[src/rtl/reset_supervisor_pkg.sv]
// rtl/reset_supervisor_pkg.sv - shared state encoding, log-entry layout and defaults
// The entry packer lives here so the log format is defined in one place.
package reset_supervisor_pkg;

  typedef enum logic [1:0] {
    ST_RUN    = 2'd0,
    ST_ASSERT = 2'd1,
    ST_HOLD   = 2'd2,
    ST_SAFE   = 2'd3
  } sup_state_e;

  localparam int LOG_W            = 16;
  localparam int LOG_TS_LSB       = 0;
  localparam int LOG_TS_W         = 10;
  localparam int LOG_RSTOUT_BIT   = 10;
  localparam int LOG_WDFAIL_BIT   = 11;
  localparam int LOG_BROWNOUT_BIT = 12;
  localparam int LOG_FLSTAT_LSB   = 13;
  localparam int LOG_FLSTAT_W     = 3;

  localparam int DEF_STRETCH   = 16;
  localparam int DEF_DEPTH     = 8;
  localparam int DEF_ESC_LIMIT = 3;
  localparam int DEF_QUIET     = 64;

  function automatic logic [LOG_W-1:0] pack_entry(
    input logic [LOG_FLSTAT_W-1:0] flstat,
    input logic                    brownout,
    input logic                    wdfail,
    input logic                    rstout,
    input logic [LOG_TS_W-1:0]     tstamp
  );
    logic [LOG_W-1:0] e;
    e = '0;
    e[LOG_FLSTAT_LSB +: LOG_FLSTAT_W] = flstat;
    e[LOG_BROWNOUT_BIT]               = brownout;
    e[LOG_WDFAIL_BIT]                 = wdfail;
    e[LOG_RSTOUT_BIT]                 = rstout;
    e[LOG_TS_LSB +: LOG_TS_W]         = tstamp;
    return e;
  endfunction

endpackage

[src/rtl/reset_supervisor_fault_log_fifo.sv]
// rtl/reset_supervisor_fault_log_fifo.sv - fault-log FIFO with registered read data
// Full pushes are dropped and flagged sticky, unless a pop frees the slot in the same cycle.
module fault_log_fifo
  import reset_supervisor_pkg::*;
#(
  parameter int DEPTH = DEF_DEPTH,
  parameter int WIDTH = LOG_W
) (
  input  logic             clk_i,
  input  logic             rst_i,
  input  logic             push_i,
  input  logic [WIDTH-1:0] wdata_i,
  input  logic             pop_i,
  output logic [WIDTH-1:0] rdata_o,
  output logic             empty_o,
  output logic             overflow_o
);

  localparam int AW = $clog2(DEPTH);

  logic [WIDTH-1:0] mem_q [DEPTH];
  logic [AW:0]      wptr_q;
  logic [AW:0]      rptr_q;
  logic [WIDTH-1:0] rdata_q;
  logic             overflow_q;
  logic             full;
  logic             do_pop;
  logic             do_push;

  assign empty_o    = (wptr_q == rptr_q);
  assign full       = (wptr_q[AW] != rptr_q[AW]) && (wptr_q[AW-1:0] == rptr_q[AW-1:0]);
  assign do_pop     = pop_i && !empty_o;
  assign do_push    = push_i && (!full || do_pop);
  assign rdata_o    = rdata_q;
  assign overflow_o = overflow_q;

  always_ff @(posedge clk_i or posedge rst_i) begin
    if (rst_i) begin
      wptr_q     <= '0;
      rptr_q     <= '0;
      rdata_q    <= '0;
      overflow_q <= 1'b0;
    end else begin
      if (do_push) wptr_q <= wptr_q + 1'b1;
      if (do_pop) begin
        rptr_q  <= rptr_q + 1'b1;
        rdata_q <= mem_q[rptr_q[AW-1:0]];
      end
      if (push_i && !do_push) overflow_q <= 1'b1;
    end
  end

  // Storage needs no reset; the pointers define which entries are valid.
  always_ff @(posedge clk_i) begin
    if (do_push) mem_q[wptr_q[AW-1:0]] <= wdata_i;
  end

endmodule

[src/rtl/reset_supervisor.sv]
// rtl/reset_supervisor.sv - watchdog/brownout reset stretcher with escalation and fault log
// Edge detect, stretch FSM, consecutive-fault counter and timestamp; log storage is in fault_log_fifo.
module reset_supervisor
  import reset_supervisor_pkg::*;
#(
  parameter int STRETCH   = DEF_STRETCH,
  parameter int DEPTH     = DEF_DEPTH,
  parameter int ESC_LIMIT = DEF_ESC_LIMIT,
  parameter int QUIET     = DEF_QUIET
) (
  input  logic        clk_i,
  input  logic        rst_i,
  input  logic        wdfail_i,
  input  logic [2:0]  flstat_i,
  input  logic        brownout_i,
  input  logic        rstout_i,
  input  logic        rd_en_i,
  output logic [15:0] rd_data_o,
  output logic        empty_o,
  output logic        overflow_o,
  output logic        sysrst_o,
  output logic        safe_state_o,
  output logic [3:0]  fault_cnt_o
);

  localparam int SW = $clog2(STRETCH);
  localparam int QW = $clog2(QUIET);
  localparam logic [SW-1:0] STRETCH_RELOAD = SW'(STRETCH - 1);
  localparam logic [QW-1:0] QUIET_LAST     = QW'(QUIET - 1);
  localparam logic [3:0]    ESC_CNT        = 4'(ESC_LIMIT);

  sup_state_e          state_q, state_d;
  logic [SW-1:0]       stretch_q, stretch_d;
  logic [QW-1:0]       quiet_q, quiet_d;
  logic [3:0]          fault_cnt_q, fault_cnt_d;
  logic [LOG_TS_W-1:0] tstamp_q;
  logic                wdfail_q, brownout_q, rstout_q;
  logic                arm_q;
  logic                event_w;
  logic [LOG_W-1:0]    log_entry;

  // arm_q masks the first cycle after reset so a level already high is not an edge.
  assign event_w = arm_q && ((wdfail_i   && !wdfail_q)   ||
                             (brownout_i && !brownout_q) ||
                             (rstout_i   && !rstout_q));

  assign log_entry    = pack_entry(flstat_i, brownout_i, wdfail_i, rstout_i, tstamp_q);
  assign sysrst_o     = (state_q != ST_RUN);
  assign safe_state_o = (state_q == ST_SAFE);
  assign fault_cnt_o  = fault_cnt_q;

  always_ff @(posedge clk_i or posedge rst_i) begin
    if (rst_i) begin
      wdfail_q   <= 1'b0;
      brownout_q <= 1'b0;
      rstout_q   <= 1'b0;
      arm_q      <= 1'b0;
      tstamp_q   <= '0;
    end else begin
      wdfail_q   <= wdfail_i;
      brownout_q <= brownout_i;
      rstout_q   <= rstout_i;
      arm_q      <= 1'b1;
      tstamp_q   <= tstamp_q + 1'b1;
    end
  end

  always_ff @(posedge clk_i or posedge rst_i) begin
    if (rst_i) begin
      state_q     <= ST_RUN;
      stretch_q   <= '0;
      quiet_q     <= '0;
      fault_cnt_q <= '0;
    end else begin
      state_q     <= state_d;
      stretch_q   <= stretch_d;
      quiet_q     <= quiet_d;
      fault_cnt_q <= fault_cnt_d;
    end
  end

  always_comb begin
    state_d     = state_q;
    stretch_d   = stretch_q;
    fault_cnt_d = fault_cnt_q;
    quiet_d     = '0;
    case (state_q)
      ST_RUN: begin
        if (event_w) begin
          state_d   = ST_ASSERT;
          stretch_d = STRETCH_RELOAD;
        end else if (quiet_q == QUIET_LAST) begin
          fault_cnt_d = '0;
        end else begin
          quiet_d = quiet_q + 1'b1;
        end
      end
      ST_ASSERT: begin
        if (event_w) begin
          stretch_d = STRETCH_RELOAD;
        end else if (stretch_q == '0) begin
          state_d = brownout_i ? ST_HOLD : ST_RUN;
        end else begin
          stretch_d = stretch_q - 1'b1;
        end
      end
      ST_HOLD: begin
        if (event_w || !brownout_i) begin
          state_d   = ST_ASSERT;
          stretch_d = STRETCH_RELOAD;
        end
      end
      default: ;
    endcase
    // Escalation overrides whatever transition the state logic chose.
    if (event_w && (state_q != ST_SAFE) && (fault_cnt_q != 4'hF)) begin
      fault_cnt_d = fault_cnt_q + 4'd1;
      if (fault_cnt_d == ESC_CNT) state_d = ST_SAFE;
    end
  end

  fault_log_fifo #(
    .DEPTH (DEPTH),
    .WIDTH (LOG_W)
  ) u_log (
    .clk_i      (clk_i),
    .rst_i      (rst_i),
    .push_i     (event_w),
    .wdata_i    (log_entry),
    .pop_i      (rd_en_i),
    .rdata_o    (rd_data_o),
    .empty_o    (empty_o),
    .overflow_o (overflow_o)
  );

endmodule

[config.mk]
export PLATFORM = sky130hd
export DESIGN_NAME = reset_supervisor
export DESIGN_NICKNAME = d
export VERILOG_FILES = /design/src/rtl/reset_supervisor_pkg.sv /design/src/rtl/reset_supervisor_fault_log_fifo.sv /design/src/rtl/reset_supervisor.sv
export SDC_FILE = /design/constraint.sdc
export NUM_CORES = 1
export LEC_CHECK = 0
export CAP_MARGIN = 0
export CORE_AREA = 2 2 119 121
export CTS_CLUSTER_DIAMETER = 200
export CTS_CLUSTER_SIZE = 16
export DETAILED_ROUTE_END_ITERATION = 6
export DIE_AREA = 0 0 121 123
export PLACE_DENSITY = 0.83
export SLEW_MARGIN = 20
export SYNTH_ARGS = -nofsm -noshare
export SYNTH_HDL_FRONTEND = slang
export SYNTH_HIERARCHICAL = 1
export SYNTH_SLANG_ARGS = --single-unit
[constraint.sdc]
create_clock -name clk_i -period 4.9 [get_ports clk_i]
set_clock_uncertainty 0.15 [all_clocks]
set_input_delay 0.98 -clock clk_i [delete_from_list [all_inputs] [get_ports clk_i]]
set_output_delay 0.98 -clock clk_i [all_outputs]
set_load 0.03 [all_outputs]
# ---- Word-level counts from Yosys, hierarchy flattened
# Memory sizes are Yosys's and may differ from the RTL's. A register that Yosys moved wholly into a read port is not among the register bits.
# Cells that the tools add are included.
dict set report word_totals {
  register_bits 39
  inputBits 9
  mem_count 1
  wordCells 84
  mem_bits_rw 128
  output_inout_bits 24
}
# memory depth width read_ports rd_clocked_by_memory_dff wr line
set memory_table {}
lappend memory_table {u_log.mem_q 8 16 1 1 1 reset_supervisor_fault_log_fifo.sv:21} ;# logic [WIDTH-1:0] mem_q [DEPTH];
dict set report op_classes {
  reduce_logical 29
  addsub 6
  muxes 22
  n_eq_ne 14
}
# cell n
set ops {}
lappend ops {{$mux W4} 8}
lappend ops {{$mux W6} 3}
lappend ops {{$mux W2} 7}
lappend ops {{$add A4 B1 Y4 const B} 3}
lappend ops {{$pmux W4 S3} 1}
lappend ops {{$add A10 B1 Y10 const B} 1}
lappend ops {{$logic_and A1 B1 Y1} 10}
lappend ops {{$logic_not A1 Y1} 7}
lappend ops {{$add A6 B1 Y6 const B} 1}
lappend ops {{$eq A6 B6 Y1 const B} 1}
lappend ops {{$ne A2 B2 Y1 const B} 3}
lappend ops {{$pmux W2 S3} 1}
lappend ops {{$reduce_bool A2 Y1} 3}
lappend ops {{$eq A2 B2 Y1 const B} 2}
lappend ops {{$eq A4 B2 Y1 const B} 1}
lappend ops {{$eq A4 B4 Y1} 1}
lappend ops {{$logic_not A4 Y1} 1}
lappend ops {{$logic_or A1 B1 Y1} 4}
lappend ops {{$ne A4 B4 Y1 const B} 1}
lappend ops {{$reduce_and A4 Y1} 1}
lappend ops {{$sub A4 B1 Y4 const B} 1}
lappend ops {{$eq A3 B3 Y1} 1}
lappend ops {{$ne A3 B3 Y1 const B} 1}
lappend ops {{$reduce_and A3 Y1} 1}
lappend ops {{other kinds (6)} 7}

# ---- Logic depth before layout (Yosys ltp)
dict set report logic_depth {
  depth_word 10
  depth_mapped 6
  depth_no_buf 6
}

# ---- Cells and area by module
# Netlist, hierarchy kept.
# module n_inst seq_area_each_um2 cells_per_inst area_per_inst_um2
set by_module_without_submodules {}
lappend by_module_without_submodules {fault_log_fifo 1 4469.3 290 5889.4}
lappend by_module_without_submodules {reset_supervisor 1 750.7 139 1492.7}

# ---- Least setup slack after synthesis
# No wires, ideal clock.
dict set report synth_timing {
  path_type {input port to flip-flop}
  from {input port rstout_i}
  to {memory u_log/mem_q[0][0] in the netlist's numbering, enable pin}
  stages 5
  arrival_ns 3.096
  required_time_ns 4.320
  setup_time_ns 0.430
  path_slack_ns 1.224
  n_path_buf 0
  cell_sequence {nor2b_1 > o31ai_4 > inv_2 > o21ai_4 > nor4_1}
}
dict set report synth_via {
  elab_chain_len 6
}
# element line
set synth_lines {}
lappend synth_lines {{from (decl)} reset_supervisor.sv:16} ;# input logic rstout_i,
lappend synth_lines {{$logic_and A1 B1 Y1} reset_supervisor.sv:45} ;# (rstout_i && !rstout_q));
lappend synth_lines {{$logic_or A1 B1 Y1} reset_supervisor.sv:44} ;# (brownout_i && !brownout_q) ||
lappend synth_lines {{$logic_and A1 B1 Y1} reset_supervisor.sv:43} ;# assign event_w = arm_q && ((wdfail_i && !wdfail_q) ||
lappend synth_lines {{named net event_w} reset_supervisor.sv:39} ;# logic event_w;
lappend synth_lines {{$logic_and A1 B1 Y1} reset_supervisor_fault_log_fifo.sv:33} ;# assign do_push = push_i && (!full || do_pop);
lappend synth_lines {{$mux W1} reset_supervisor_fault_log_fifo.sv:55} ;# if (do_push) mem_q[wptr_q[AW-1:0]] <= wdata_i;
lappend synth_lines {{$mux W1 (implied by the code)} reset_supervisor_fault_log_fifo.sv:55}
lappend synth_lines {{to (decl)} reset_supervisor_fault_log_fifo.sv:21}
# The timed path passes the listed nets, and every way through them passes these cells.

# ---- Worst setup path in the final report
dict set report layout_timing {
  from {register u_log.rptr_q[1]}
  to {output port empty_o}
}
dict set report layout_via {
  elab_chain_len 1
}
# element line
set layout_lines {}
lappend layout_lines {{from (decl)} reset_supervisor_fault_log_fifo.sv:23} ;# logic [AW:0] rptr_q;
lappend layout_lines {{from (signal assigned)} reset_supervisor_fault_log_fifo.sv:46} ;# rptr_q <= rptr_q + 1'b1;
lappend layout_lines {{$eq A4 B4 Y1} reset_supervisor_fault_log_fifo.sv:30} ;# assign empty_o = (wptr_q == rptr_q);
lappend layout_lines {{to (decl)} reset_supervisor.sv:19} ;# output logic empty_o,
# Every way passes these cells.

==> reports/summary.md <==
The post-synthesis cell count came out at 429. Net switching is 31.3% of the power. In the final layout, the share of cells above drive strength 1 is 19.5%. The number of antenna diodes in the final layout is 0.

The most used flip-flop cell after synthesis is sky130_fd_sc_hd__edfxtp_1. Summing all placed instances gives a cell area of 7920 µm². The logs give 1.51 mW for the net switching component of the power and 0 for the final setup violation count. The post-route met1 wirelength was 5450 µm; the sequential group share of total power was 42.1%.

The flop and latch count out of synthesis was 183. Yosys attributes the largest share of cell area to sky130_fd_sc_hd__edfxtp_1 (52%), sky130_fd_sc_hd__dfrtp_1 (19%), sky130_fd_sc_hd__mux4_2 (9.8%). VDD sags by at most 0.000323 V.

In this run the power density over the cells is 565 nW/µm². For this run, asynchronously set or reset flops after synthesis account for 30.1%. For this design, the CTS-stage hold fixing added 0 buffers. After Yosys synthesis, and, or, nand and nor cells account for 6.19% of the synthesized area. Biggest area consumer among synthesized cells: sky130_fd_sc_hd__edfxtp_1. The count of buffer and inverter cells on the critical path came out at 2. Detailed-placement wirelength estimate: 8620 µm. The multiplexer share of the synthesized area came out at 12.2%. The clock net in this run drives a total of 183 sinks. Timing would allow up to 258 MHz. Family of cells with the greatest summed delay on the critical path: buffers and inverters. The initial antenna violation count is 0. The largest family of logic cells by synthesized area is multiplexers. Of all nets on the critical path, the largest fanout is 36.

Counting every net in the synthesized netlist gives 445. The tools report the detailed router's first-iteration violation count as 240. Row generation in the floorplan step produced 43 rows. The worst register-to-register path begins at u_log/rptr_q[1]$_DFFE_PP0P_. The number of gates resized after CTS was 0.

Measured on the finished design, the core utilization comes to 62.6%. The combinational cell fraction of total power came out at 29.4%. The run gives 2 as the deepest clock path buffer count.

The flow ran to the end, and the final reports show no timing, DRC or antenna violations. Clock latency on the worst-skew pair, taken at its later pin, is 430 ps. The remaining antenna violation count after routing was 0; the filler cell count in the final layout was 936. The run gives 70.7% as the post-synthesis sequential area ratio. The endpoint of the worst-slack reg-to-reg timing path was u_log/mem_q[3][5]$_DFFE_PP_. The die is 121 µm wide. Hold is met by 320 ps. The first TritonRoute pass finished after 4 iterations. The library cells used most frequently in the layout, excluding fill and tap cells, are sky130_fd_sc_hd__edfxtp_1 (128), sky130_fd_sc_hd__dfrtp_1 (54), sky130_fd_sc_hd__clkdlybuf4s50_1 (32), sky130_fd_sc_hd__mux4_2 (32), sky130_fd_sc_hd__nand2_1 (26).

The top cell type by area accounts for 52.1% of the synthesized area. The clock transition at the register clock pins on the worst setup and hold paths after CTS is 60 ps. The worst setup path is launched from a register. The min-delay analysis places its worst path in the category reg -> reg. Dividing the final minimum period by the clock period gives 79.0%.

At the end of routability-driven placement, the weighted congestion stood at 0.878. The full die area was 14900 µm²; the arrival time at the worst endpoint was 2740 ps. The critical path is of the reg -> out type.

The tools report the number of distinct standard cells referenced by the synthesized netlist as 52. Buffers added to address setup during post-CTS repair amount to 0. The critical-path cell with the highest stage delay was sky130_fd_sc_hd__clkdlybuf4s50_1. The sum of met2 wire segment lengths after detailed routing was 7250 µm. The tools report the clock tree root driver cell as sky130_fd_sc_hd__clkbuf_16.

In this run, the clock network consumes 28.5% of the power. The average wire per standard cell is 20.5 µm, and the number of buffers added by the clock tree synthesis step is 17. The run gives 0 as the post-detailed-route DRC marker count.

The run gives 0 as the number of pins exceeding their max-slew limit in the final report. The worst pin sits at a relative slew slack of 43.9%. The average cell area after synthesis works out to 17.2 µm². The first global-routing pass estimated 21200 µm of wire.

The maximum level of the CTS H-tree was 4; the fraction of the mapped netlist area in compound gates was 4.46%. The via total after detailed routing was 3792; the final wirelength was 13600 µm. Global routing used 19.9% of the available tracks. Setup repair after global routing left no endpoint under its margin. Summed over all layers, the global routing overflow is 0.

Counting cells, the worst reg-to-reg path comes to 6. The highest cell delay on the worst timing path came out at 700 ps. The adder and majority gate portion of the synthesized area was 1.19%; the count of max-cap constraint violations was 0. The startpoint identified for the worst hold timing path is quiet_q[0]$_DFF_PP0_. The initial standard-cell utilization of the core is 54.2%, and the count of yosys warnings during synthesis is 6. Top-level I/O count: 33. After detailed placement, the design holds a cell count of 634. Following the worst setup path forward leads to its endpoint at empty_o.

From bottom edge to top edge, the die measures 123 µm. STA classifies the critical path endpoint as an output port. Post-synth design cell area: 7380 µm². The area growth from synthesis to layout came out at 15.5%. TritonCTS built the clock tree.

After the last flow step, the layout net total stands at 489. The count of buffers from port buffering was 32. Leaving out fill and tap cells, the most frequent cell in the layout is sky130_fd_sc_hd__edfxtp_1.

The critical path goes through buf_4 -> xor2_1 -> or3_4 -> nor2_1 -> clkdlybuf4s50_1. The run gives 3860 as the via count of the first global-routing pass. The finished layout holds 666 standard cells, fillers aside. The run gives 13600 µm² as the area inside the core boundary. In this run the top signal layer used is met4. The met3 wire length is 716 µm, and the largest net degree at the start of global routing is 37.

At the pin with the least slew margin, the transition time is 838 ps. Dividing the detail-routed via count by the number of cells gives 5.69. For the final routed database, the setup TNS stands at 0 ps. Counting buffers and inverters, the worst setup path is 5 cells deep.

The synthesized-area fraction occupied by xor and xnor cells was 2.73%; the worst setup slack for register-to-register paths was 1860 ps. Summed over all cells, the static leakage comes to 3.10 nW. The tools report the internal portion of total power as 3.31 mW.

Counting flops with a built-in enable in the synthesized netlist gives 128. The finished cells cover 8530 µm². The most critical setup path has its startpoint at u_log/rptr_q[1]$_DFFE_PP0P_.

For the final hold violation count, the log shows 0. At the worst endpoint, the required time is 3770 ps. The routed design could run at a clock period as short as 3870 ps.
per-stage QoR:
stage | setup WS (ps) | total power [mW]
6_report | 1030 | 4.82
3_3_place_gp | 935 | 3.42
3_5_place_dp | 832 | 3.48
2_1_floorplan | 1220 | 3.05
4_1_cts | 992 | 4.86
5_1_grt | 919 | 5.03
how the worst min path moves through the flow:
| stage | end | slack (ps) | cells past startpoint |
|---|---|---|---|
| detailed placement | quiet_q[0]$_DFF_PP0_ | 310 | 1 |
| floorplan | quiet_q[0]$_DFF_PP0_ | 280 | 1 |
| global route | quiet_q[0]$_DFF_PP0_ | 350 | 1 |
| global placement | quiet_q[0]$_DFF_PP0_ | 290 | 1 |
| finish | quiet_q[0]$_DFF_PP0_ | 320 | 1 |
| CTS | quiet_q[0]$_DFF_PP0_ | 320 | 1 |
final cells by class:
type                       instances  area (µm²)  share of cell area [%]
clock buffer                      18         429                    5.03
timing repair buffer              45         418                    4.90
clock inverter                    14         175                    2.05
tap                              180         225                    2.64
inverter                          12        45.0                   0.528
sequential                       183        5220                    61.2
multi-input combinational        214        2010                    23.6
registers in the layout (all words and copies together) (netlist names):
signal,cells
u_log/mem_q,128
u_log/rdata_o,16
quiet_q,6
arm_q,1
brownout_q,1
tstamp_q,10
u_log/rptr_q,4
rstout_q,1
state_q,2
fault_cnt_o,4
u_log/wptr_q,4
wdfail_q,1
stretch_q,4
u_log/overflow_o,1
routing by layer:
metal,up-vias,global-route usage [%]
met5,-,0
met4,0,7.49
met1,1948,24.2
li1,1731,-
met2,95,34.4
met3,18,5.03
power by group through the flow:
stage | Combinational, mW | Sequential (mW) | Clock [mW]
3_3_place_gp | 1.38 | 2.04 | 0
4_1_cts | 1.43 | 2.03 | 1.39
5_1_grt | 1.53 | 2.05 | 1.46
3_5_place_dp | 1.42 | 2.06 | 0
2_1_floorplan | 0.893 | 2.15 | 0
6_report | 1.42 | 2.03 | 1.37
synth_stat cells, drive strengths merged (4+ instances only):
library cell / number
xnor2: 13
nand2b: 8
mux2i: 16
dfrtp: 55
nor2b: 4
nor2: 14
mux4: 32
clkbuf: 8
nand3: 10
nor3: 7
o21ai: 26
inv: 12
xor2: 10
edfxtp: 128
buf: 12
ha: 7
nand2: 27
a21oi: 4
worst reg2reg max path: stages, from the launching register on:
cell                       delay, ps
sky130_fd_sc_hd__dfrtp_1         330
sky130_fd_sc_hd__buf_4           440
sky130_fd_sc_hd__xor2_1          390
sky130_fd_sc_hd__or3_4           250
sky130_fd_sc_hd__o211ai_1        160
sky130_fd_sc_hd__nor2_1          700
sky130_fd_sc_hd__buf_4           330
cells by family (layout without fill, tap and decap cells):
family          Yosys count  count (layout)
compound gates           47              47
fa+ha+maj                 7               7
mux                      50              50
xor+xnor                 23              23
other cells               1               1
simple gates             86              86
buf+inv                  32              89
flops                   183             183
Power figures use the tool's default switching activity.
